==> config.mk <==
export PLATFORM = sky130hd
export DESIGN_NAME = nor_sweep_ctrl_flat
export DESIGN_NICKNAME = d
export VERILOG_FILES = /design/src/rtl/nor_sweep_pkg.sv /design/src/rtl/nor_sweep_ctrl_if.sv /design/src/rtl/nor_ref_model.sv /design/src/rtl/nor_sweep_ctrl.sv /design/src/flat_wrapper.sv
export SDC_FILE = /design/constraint.sdc
export NUM_CORES = 1
export LEC_CHECK = 0
export BUFFER_PORTS_ARGS = -buffer_cell sky130_fd_sc_hd__buf_4
export CORE_UTILIZATION = 38
export DETAILED_ROUTE_END_ITERATION = 10
export PLACE_DENSITY = 0.57
export SLEW_MARGIN = 10
export SYNTH_ARGS = -nofsm -noshare
export SYNTH_HDL_FRONTEND = slang
export SYNTH_SLANG_ARGS = --single-unit
==> constraint.sdc <==
create_clock -name clk -period 2.41 [get_ports clk]
set_input_delay 0.1205 -clock clk [delete_from_list [all_inputs] [get_ports clk]]
set_output_delay 0.1205 -clock clk [all_outputs]
set_load 0.01 [all_outputs]
==> src/rtl/nor_sweep_pkg.sv <==
// nor_sweep_pkg: shared types and fixed widths for the NOR gate sweep controller
package nor_sweep_pkg;
   localparam int VEC_W = 4;
   localparam int OUT_W = 3;
   localparam int NUM_VEC = 16;
   localparam int ERR_CNT_W = 5;
   typedef enum logic [1:0] {IDLE, DRIVE, SAMPLE, DONE} state_t;
endpackage

==> src/rtl/nor_sweep_ctrl_if.sv <==
// nor_sweep_ctrl_if: control, gate-facing and result signals of the sweep controller
interface nor_sweep_ctrl_if;
   import nor_sweep_pkg::*;
   logic                 start_i;
   logic                 abort_i;
   logic [VEC_W-1:0]     vec_out_o;
   logic [OUT_W-1:0]     dut_out_i;
   logic                 busy_o;
   logic                 done_o;
   logic                 pass_o;
   logic [ERR_CNT_W-1:0] err_cnt_o;
   logic                 err_valid_o;
   logic [VEC_W-1:0]     err_vec_o;
   modport slave (
      input  start_i, abort_i, dut_out_i,
      output vec_out_o, busy_o, done_o, pass_o, err_cnt_o, err_valid_o, err_vec_o
   );
   modport master (
      output start_i, abort_i, dut_out_i,
      input  vec_out_o, busy_o, done_o, pass_o, err_cnt_o, err_valid_o, err_vec_o
   );
endinterface

==> src/rtl/nor_ref_model.sv <==
// nor_ref_model: expected {e,f,g} of the NOR gate block for vector {d,c,b,a}
module nor_ref_model
   import nor_sweep_pkg::*;
(
   input  logic [VEC_W-1:0] vec_i,
   output logic [OUT_W-1:0] exp_o
);
   logic e, f;
   assign e = ~(vec_i[0] | vec_i[1]);
   assign f = ~(vec_i[2] | vec_i[3]);
   assign exp_o = {e, f, ~(e | f)};
endmodule

==> src/rtl/nor_sweep_ctrl.sv <==
// nor_sweep_ctrl: clocked self-checking sweep of all 16 NOR inputs; NOR_SWEEP_LOOP_EN repeats sweeps forever
module nor_sweep_ctrl
   import nor_sweep_pkg::*;
#(
   parameter int HOLD_CYCLES = 4
) (
   input  logic             clk,
   input  logic             rst,
   nor_sweep_ctrl_if.slave  bus
);
   localparam int HC_W = $clog2(HOLD_CYCLES) + 1;
`ifdef NOR_SWEEP_LOOP_EN
   localparam bit LOOP = 1'b1;
`else
   localparam bit LOOP = 1'b0;
`endif

   if (HOLD_CYCLES < 1) begin : g_hold_chk
      $error("nor_sweep_ctrl: HOLD_CYCLES must be at least 1");
   end

   state_t               state_q, state_d;
   logic [HC_W-1:0]      hold_cnt_q, hold_cnt_d;
   logic [VEC_W-1:0]     vec_q, vec_d, err_vec_q, err_vec_d;
   logic [ERR_CNT_W-1:0] err_cnt_q, err_cnt_d, cnt_inc;
   logic                 err_valid_q, err_valid_d, pass_q, pass_d, done_q, done_d;
   logic [OUT_W-1:0]     exp_v;
   logic                 last, hold_done, sweep_start, sample, mis;

   nor_ref_model u_model (.vec_i(vec_q), .exp_o(exp_v));

   assign last        = vec_q == VEC_W'(NUM_VEC - 1);
   assign hold_done   = hold_cnt_q == HC_W'(HOLD_CYCLES - 1);
   assign sweep_start = !bus.abort_i && bus.start_i && (state_q == IDLE || state_q == DONE);
   assign sample      = !bus.abort_i && state_q == SAMPLE;
   assign mis         = sample && (bus.dut_out_i != exp_v);
   assign cnt_inc     = (mis && err_cnt_q != ERR_CNT_W'(NUM_VEC)) ? err_cnt_q + 1'b1 : err_cnt_q;

   // state register
   always_ff @(posedge clk or posedge rst) begin
      if (rst) state_q <= IDLE;
      else     state_q <= state_d;
   end

   // next state: abort overrides everything; start only honoured when not busy
   always_comb begin
      state_d = state_q;
      if (bus.abort_i) state_d = IDLE;
      else begin
         case (state_q)
            IDLE, DONE: state_d = bus.start_i ? DRIVE : IDLE;
            DRIVE:      state_d = hold_done ? SAMPLE : DRIVE;
            SAMPLE:     state_d = (last && !LOOP) ? DONE : DRIVE;
            default:    state_d = IDLE;
         endcase
      end
   end

   // datapath next values: vector walk, mismatch recording, pass/done at sweep end
   always_comb begin
      hold_cnt_d  = (state_q == DRIVE && state_d == DRIVE) ? hold_cnt_q + 1'b1 : '0;
      vec_d       = vec_q;
      err_cnt_d   = err_cnt_q;
      err_valid_d = err_valid_q;
      err_vec_d   = err_vec_q;
      pass_d      = pass_q;
      done_d      = sample && last;
      if (bus.abort_i || sweep_start) begin
         vec_d  = '0;
         pass_d = 1'b0;
      end
      if (sweep_start) begin
         err_cnt_d   = '0;
         err_valid_d = 1'b0;
         err_vec_d   = '0;
      end else if (sample) begin
         vec_d       = (last && !LOOP) ? vec_q : vec_q + 1'b1;
         err_cnt_d   = cnt_inc;
         err_valid_d = err_valid_q | mis;
         err_vec_d   = (mis && !err_valid_q) ? vec_q : err_vec_q;
         if (last) begin
            pass_d = cnt_inc == '0;
            if (LOOP) begin
               err_cnt_d   = '0;
               err_valid_d = 1'b0;
               err_vec_d   = '0;
            end
         end
      end
   end

   // datapath registers
   always_ff @(posedge clk or posedge rst) begin
      if (rst) begin
         hold_cnt_q  <= '0;
         vec_q       <= '0;
         err_cnt_q   <= '0;
         err_valid_q <= 1'b0;
         err_vec_q   <= '0;
         pass_q      <= 1'b0;
         done_q      <= 1'b0;
      end else begin
         hold_cnt_q  <= hold_cnt_d;
         vec_q       <= vec_d;
         err_cnt_q   <= err_cnt_d;
         err_valid_q <= err_valid_d;
         err_vec_q   <= err_vec_d;
         pass_q      <= pass_d;
         done_q      <= done_d;
      end
   end

   // outputs
   always_comb begin
      bus.busy_o      = state_q == DRIVE || state_q == SAMPLE;
      bus.done_o      = done_q;
      bus.vec_out_o   = vec_q;
      bus.pass_o      = pass_q;
      bus.err_cnt_o   = err_cnt_q;
      bus.err_valid_o = err_valid_q;
      bus.err_vec_o   = err_vec_q;
   end
endmodule

==> src/flat_wrapper.sv <==
// flat-port wrapper written by rule: the top's interface ports become plain ports
module nor_sweep_ctrl_flat import nor_sweep_pkg::*;
#(
   parameter int HOLD_CYCLES = 4
)
  (clk, rst, bus_start_i, bus_abort_i, bus_dut_out_i, bus_vec_out_o, bus_busy_o, bus_done_o, bus_pass_o, bus_err_cnt_o, bus_err_valid_o, bus_err_vec_o);
  nor_sweep_ctrl_if bus_i ();
  input  logic clk;
  input  logic rst;
  input wire logic [$bits(bus_i.start_i)-1:0] bus_start_i;
  input wire logic [$bits(bus_i.abort_i)-1:0] bus_abort_i;
  input wire logic [$bits(bus_i.dut_out_i)-1:0] bus_dut_out_i;
  output wire logic [$bits(bus_i.vec_out_o)-1:0] bus_vec_out_o;
  output wire logic [$bits(bus_i.busy_o)-1:0] bus_busy_o;
  output wire logic [$bits(bus_i.done_o)-1:0] bus_done_o;
  output wire logic [$bits(bus_i.pass_o)-1:0] bus_pass_o;
  output wire logic [$bits(bus_i.err_cnt_o)-1:0] bus_err_cnt_o;
  output wire logic [$bits(bus_i.err_valid_o)-1:0] bus_err_valid_o;
  output wire logic [$bits(bus_i.err_vec_o)-1:0] bus_err_vec_o;
  assign bus_i.start_i = bus_start_i;
  assign bus_i.abort_i = bus_abort_i;
  assign bus_i.dut_out_i = bus_dut_out_i;
  assign bus_vec_out_o = bus_i.vec_out_o;
  assign bus_busy_o = bus_i.busy_o;
  assign bus_done_o = bus_i.done_o;
  assign bus_pass_o = bus_i.pass_o;
  assign bus_err_cnt_o = bus_i.err_cnt_o;
  assign bus_err_valid_o = bus_i.err_valid_o;
  assign bus_err_vec_o = bus_i.err_vec_o;
  nor_sweep_ctrl #(.HOLD_CYCLES(HOLD_CYCLES)) u_core (.clk(clk), .rst(rst), .bus(bus_i));
endmodule
==> results of run 1 <==
## final timing paths
check	start	endpoint	slack, ns	cells after the start
setup / recovery	u_core.bus.vec_out_o[0]	u_core.bus.pass_o	0.22	7
hold / removal	bus_abort_i	u_core.bus.done_o	0.06	2
setup reg to reg	u_core.bus.vec_out_o[0]	u_core.bus.pass_o	0.22	7
hold reg to reg	u_core.hold_cnt_q[0]	u_core.hold_cnt_q[0]	0.44	1
max in group asynchronous	rst	u_core.bus.vec_out_o[3]	1.42	3
min in group asynchronous	rst	u_core.bus.err_cnt_o[2]	0.51	3
## final cells by class
| class | count | area [µm²] | area share, % |
|---|---|---|---|
| Timing Repair Buffer | 27 | 205 | 13.5 |
| Multi-Input combinational cell | 92 | 656 | 43.2 |
| Sequential cell | 21 | 526 | 34.7 |
| Clock buffer | 3 | 22.5 | 1.49 |
| Tap cell | 44 | 55.1 | 3.63 |
| Inverter | 12 | 45.0 | 2.97 |
| Clock inverter | 1 | 7.51 | 0.495 |
## power groups by stage
stage | clock, mW | combinational, mW | sequential [mW]
final | 0.179 | 0.0471 | 0.356
after detailed placement | 0 | 0.0467 | 0.363
after global routing | 0.200 | 0.0529 | 0.356
after floorplan | 0 | 0.0276 | 0.362
after CTS | 0.189 | 0.0483 | 0.356
after global placement | 0 | 0.0461 | 0.363
## stage by stage
| stage | util, % | hold slack, ns | total power [mW] |
|---|---|---|---|
| 2_1_floorplan | - | 0.0970 | 0.390 |
| 3_3_place_gp | 48.0 | 0.325 | 0.409 |
| 3_5_place_dp | 48.0 | 0.331 | 0.409 |
| 4_1_cts | 49.3 | 0.0511 | 0.593 |
| 5_1_grt | 49.3 | 0.0672 | 0.609 |
| 6_report | 49.3 | 0.0594 | 0.582 |
## synth_stat cells (2+ instances only)
library cell / n / share of area [%]
clkbuf_1: 3 / 0.91
inv_1: 12 / 3.6
or3_1: 3 / 1.5
nand4_1: 4 / 2.0
a21oi_1: 5 / 2.0
nand2_1: 7 / 2.1
nand3_1: 5 / 2.0
nor2_1: 18 / 5.5
ha_1: 8 / 8.1
o22ai_1: 2 / 1.0
dfrtp_1: 21 / 42
mux2i_1: 6 / 4.9
xnor2_1: 2 / 1.4
o21ai_0: 4 / 1.6
nor2b_1: 3 / 1.5
nand2b_1: 3 / 1.5
## worst register-to-register path: cells and delay by family (launching register included)
family,cells,cell delay [ns]
buffers and inverters,1,0.10
adders and majority gates,1,0.24
DFF,1,0.45
AOI/OAI and AO/OA,2,0.49
and+or+nand+nor,3,0.83
## flip-flops by register name (all words and copies together) (netlist names)
| name | count |
|---|---|
| u_core.bus.vec_out_o | 4 |
| u_core.state_q | 2 |
| u_core.bus.done_o | 1 |
| u_core.bus.err_valid_o | 1 |
| u_core.hold_cnt_q | 3 |
| u_core.bus.err_vec_o | 4 |
| u_core.bus.pass_o | 1 |
| u_core.bus.err_cnt_o | 5 |
## cells by family after synthesis
logic type | share of synthesized area [%]
xor+xnor | 1.42
mux | 5.76
compound gates | 12.0
buf+inv | 4.55
flops | 42.5
simple gates | 25.7
fa+ha+maj | 8.09
## layer usage
layer	track usage (%)	up-vias
li1	-	508
met1	20.1	480
met2	28.1	18
met3	4.15	2
met4	4.76	0
met5	0	-
==> metrics, run 1 <==
Tmin final=2.19 ns; Seq/Total Area, Yosys=42.5%; routability cong.=0.832; FILL cells=303; fin area=1520 µm²; Non-Filler Instances=200; WL final=2520 µm; crit end category=register; worst setup slack after layout=0.217 ns; # clock sinks=21; worst path bufs/invs=1; commonest cells after routing, fill and taps aside=buf_4 (26), dfrtp_1 (21), nor2_1 (18); synth unique cells=38; crit share post-route=91.0%; Total Neg Setup Slack=0 ns; WL met2=1250 µm; DRC=0; vias in the first global route=968; final net count=172; PwrDens=384 nW/µm²; DIE AREA=3490 µm²; placed cells=195; Worst path slowest cell=dfrtp_1; Syn Inst Count=128; YS warnings=0; Seq cells post-synth=21; Worst Skew=0.00347 ns; H-tree Lvls=1; Starting Density=40.2%; Post-DP Area=1480 µm²; syn_area_per_cell=9.67 µm²; Top FF cell, synth=dfrtp_1; internal power=436 µW; commonest non-fill, non-tap cell in the layout=buf_4; Post-synth EDFFs=0; Die Height=59.1 µm; synthesized net count=143; kind of critical path=register to register; Least-Margin Pin Slew=0.789 ns; Clk pin slew, worst setup/hold paths=0.13 ns; Fin. Hold Viols=0; Post CTS Setup Buffer Count=0; switch share=25.1%; Mapped Area=1240 µm²; DR iter-0 viols=54; Layout area overhead=22.5%; CTS tree=built; status=complete, no violations; total number of vias=1008; RSZ-0062 raised after global routing=no; maxcap violations=0; critical path launch point type=register; Worst EP required=2.64 ns; sequential cell fraction of total power=61.1%; total grt overflow=0; PortBufs=23; post-route ant nets=0; worst slack at placement=0.262 ns; Final HPWL DP=1880 µm; Lkg Pwr=0.699 nW; Worst VDD drop=0.264 mV; Hold Path Class=primary input to register; clock share of power=30.8%; NetSw=146 µW; delay of the slowest cell on the worst path=0.45 ns; Inserted Diodes=0; via/cell ratio=5.04; first-pass GRT wire length=4280 µm; GRT Total Usage=16.3%; largest net degree at the start of global routing=22; fmax=456 MHz; Ports=24; CTS Buffer Depth=2; asr flop ratio synth=100%; Gate power share=8.1%; clock buffer count from CTS=3; First-pass DRT Iterations=4; crit path cell chain=inv_1, ha_1, or3b_4, a211oi_4, nor3_2, or3_1, a211oi_2; row count=20; crit path max fanout=5; Worst-Skew Late Latency=0.31 ns; layout cell share with drive strength beyond 1=24.4%; M1 wire length=1180 µm; initial antenna violation count=0; hold_buf cts=1; Worst EP arrival=2.42 ns; final max-slew violation count=0; chip width=59.1 µm; WL per Instance=12.6 µm; # setup viols final=0; Met3 Wirelength=82 µm; root buffer cell=clkbuf_4; Post-CTS Resized=0; Rel. slew slack=47.4%; CORE AREA=3080 µm²; Top Metal Used=met4; CP top delay family=simple AND/OR/NAND/NOR gates
Power figures use the tool's default switching activity.
==> run 2, diff against run 1 <==
--- a/config.mk
+++ b/config.mk
@@ -9,6 +9,7 @@
 export CORE_UTILIZATION = 38
 export DETAILED_ROUTE_END_ITERATION = 10
 export PLACE_DENSITY = 0.57
+export SETUP_SLACK_MARGIN = 0.3
 export SLEW_MARGIN = 10
 export SYNTH_ARGS = -nofsm -noshare
 export SYNTH_HDL_FRONTEND = slang
==> run 2 against run 1 <==
Die area did not move. Final area rose by 1.2%. Critical path depth did not move. Flip-flop and latch count did not move. Sequential share of layout area fell by 0.34 points. Via count rose by 2.3%. Worst hold slack got worse by 0.0030 ns. Global-route usage rose by 1.2 points. Power rose by 0.43%. Critical path type unchanged.
==> metrics, run 2 (same netlist as run 1, synthesis figures left out) <==
status=complete, no violations; root buffer cell=clkbuf_4; Inserted Diodes=0; Layout area overhead=24.1%; via/cell ratio=5.10; DRC=0; crit path cell chain=inv_1, ha_2, or3b_4, a211oi_4, nor3_2, or3_1, a211oi_2; Worst EP required=2.65 ns; Gate power share=8.1%; NetSw=149 µW; WL per Instance=12.5 µm; CP top delay family=simple AND/OR/NAND/NOR gates; PortBufs=23; initial antenna violation count=0; Tot Pwr=585 µW; critical hold path startpoint=bus_abort_i; CTS tree=built; Critical Path Start=u_core.bus.vec_out_o[0]; critical path launch point type=register; internal power=436 µW; switch share=25.4%; delay of the slowest cell on the worst path=0.41 ns; PwrDens=381 nW/µm²; Lkg Pwr=0.708 nW; Final HPWL DP=1870 µm; FF-to-FF Start=u_core.bus.vec_out_o[0]; crit share post-route=83.1%; crit end category=register; largest net degree at the start of global routing=22; vias in the first global route=1027; Worst Skew=0.00659 ns; CORE AREA=3080 µm²; First-pass DRT Iterations=4; # setup viols final=0; fmax=499 MHz; final max-slew violation count=0; first-pass GRT wire length=4570 µm; post-route ant nets=0; clock buffer count from CTS=3; row count=20; final net count=174; Fin. Hold Viols=0; WL final=2530 µm; DR iter-0 viols=39; layout cell share with drive strength beyond 1=26.6%; # clock sinks=21; crit path max fanout=3; sequential cell fraction of total power=60.9%; Worst path slowest cell=or3b_4; chip width=59.1 µm; Worst-Skew Late Latency=0.32 ns; Starting Density=40.2%; worst path bufs/invs=1; Total Neg Setup Slack=0 ns; Hold Path Class=primary input to register; Least-Margin Pin Slew=0.797 ns; CTS Buffer Depth=2; kind of critical path=register to register; maxcap violations=0; Clk pin slew, worst setup/hold paths=0.13 ns; total grt overflow=0; Ports=24; RSZ-0062 raised after global routing=no; GRT Total Usage=17.6%; routability cong.=0.778; Rel. slew slack=46.8%; Worst EP arrival=2.24 ns; total number of vias=1031; DIE AREA=3490 µm²; H-tree Lvls=1; commonest cells after routing, fill and taps aside=buf_4 (28), dfrtp_1 (20), nor2_1 (18); Worst VDD drop=0.309 mV; clock share of power=31.0%; Die Height=59.1 µm; max reg flops=5; commonest non-fill, non-tap cell in the layout=buf_4; Tmin final=2.00 ns
-- run 2: what timing repair did --
item	CTS	global route
endpoints found under the hold margin	21	0
cloned	0	0
setup endpoints to repair	3	6
pin swaps	0	1
setup buffers	1	1
hold buffers	1	0
resized for setup	0	2
-- run 2: final cells by class --
cell class / count / area [µm²]
Inverter: 12 / 45.0
Clock buffer: 3 / 22.5
Fill cell: 319 / 1540
Timing Repair Buffer: 29 / 220
Tap cell: 44 / 55.1
Multi-Input combinational cell: 92 / 658
Clock inverter: 1 / 7.51
Sequential cell: 21 / 527
-- run 2: per-stage QoR --
| step | hold slack, ns | instance area (µm²) | utilization (%) | worst slack [ns] | cells |
|---|---|---|---|---|---|
| after floorplan | 0.0970 | 1240 | - | 0.303 | 128 |
| after detailed placement | 0.329 | 1480 | 48.0 | 0.328 | 195 |
| after global placement | 0.332 | 1480 | 48.0 | 0.394 | 195 |
| after global routing | 0.0449 | 1540 | 49.9 | 0.306 | 202 |
| after CTS | 0.0502 | 1520 | 49.5 | 0.334 | 201 |
| final | 0.0564 | 1540 | 49.9 | 0.407 | 202 |
-- run 2: metal layers --
metal  global-route usage (%)  part of all wire, %  wire length, µm  vias up
li1                         -                    -                -      513
met1                     21.8                   45             1130      489
met2                     29.2                   49             1250       24
met3                     4.59                  4.5              115        5
met4                     6.80                  1.3               34        0
met5                        0                    0                0        -
-- run 2: final timing paths --
path | cells after the start | to | slack, ns
worst max-delay path | 7 | u_core.bus.pass_o | 0.41
worst min-delay path | 2 | u_core.state_q[1] | 0.06
worst max register to register | 7 | u_core.bus.pass_o | 0.41
worst min register to register | 1 | u_core.hold_cnt_q[0] | 0.44
max in group asynchronous | 3 | u_core.bus.vec_out_o[1] | 1.38
min in group asynchronous | 3 | u_core.hold_cnt_q[1] | 0.50
-- run 2: power by group through the flow --
stage | sequential [mW] | clock [mW] | combinational (mW)
2_1_floorplan | 0.362 | 0 | 0.0275
3_3_place_gp | 0.362 | 0 | 0.0461
3_5_place_dp | 0.363 | 0 | 0.0471
4_1_cts | 0.356 | 0.188 | 0.0486
5_1_grt | 0.356 | 0.202 | 0.0533
6_report | 0.356 | 0.181 | 0.0475
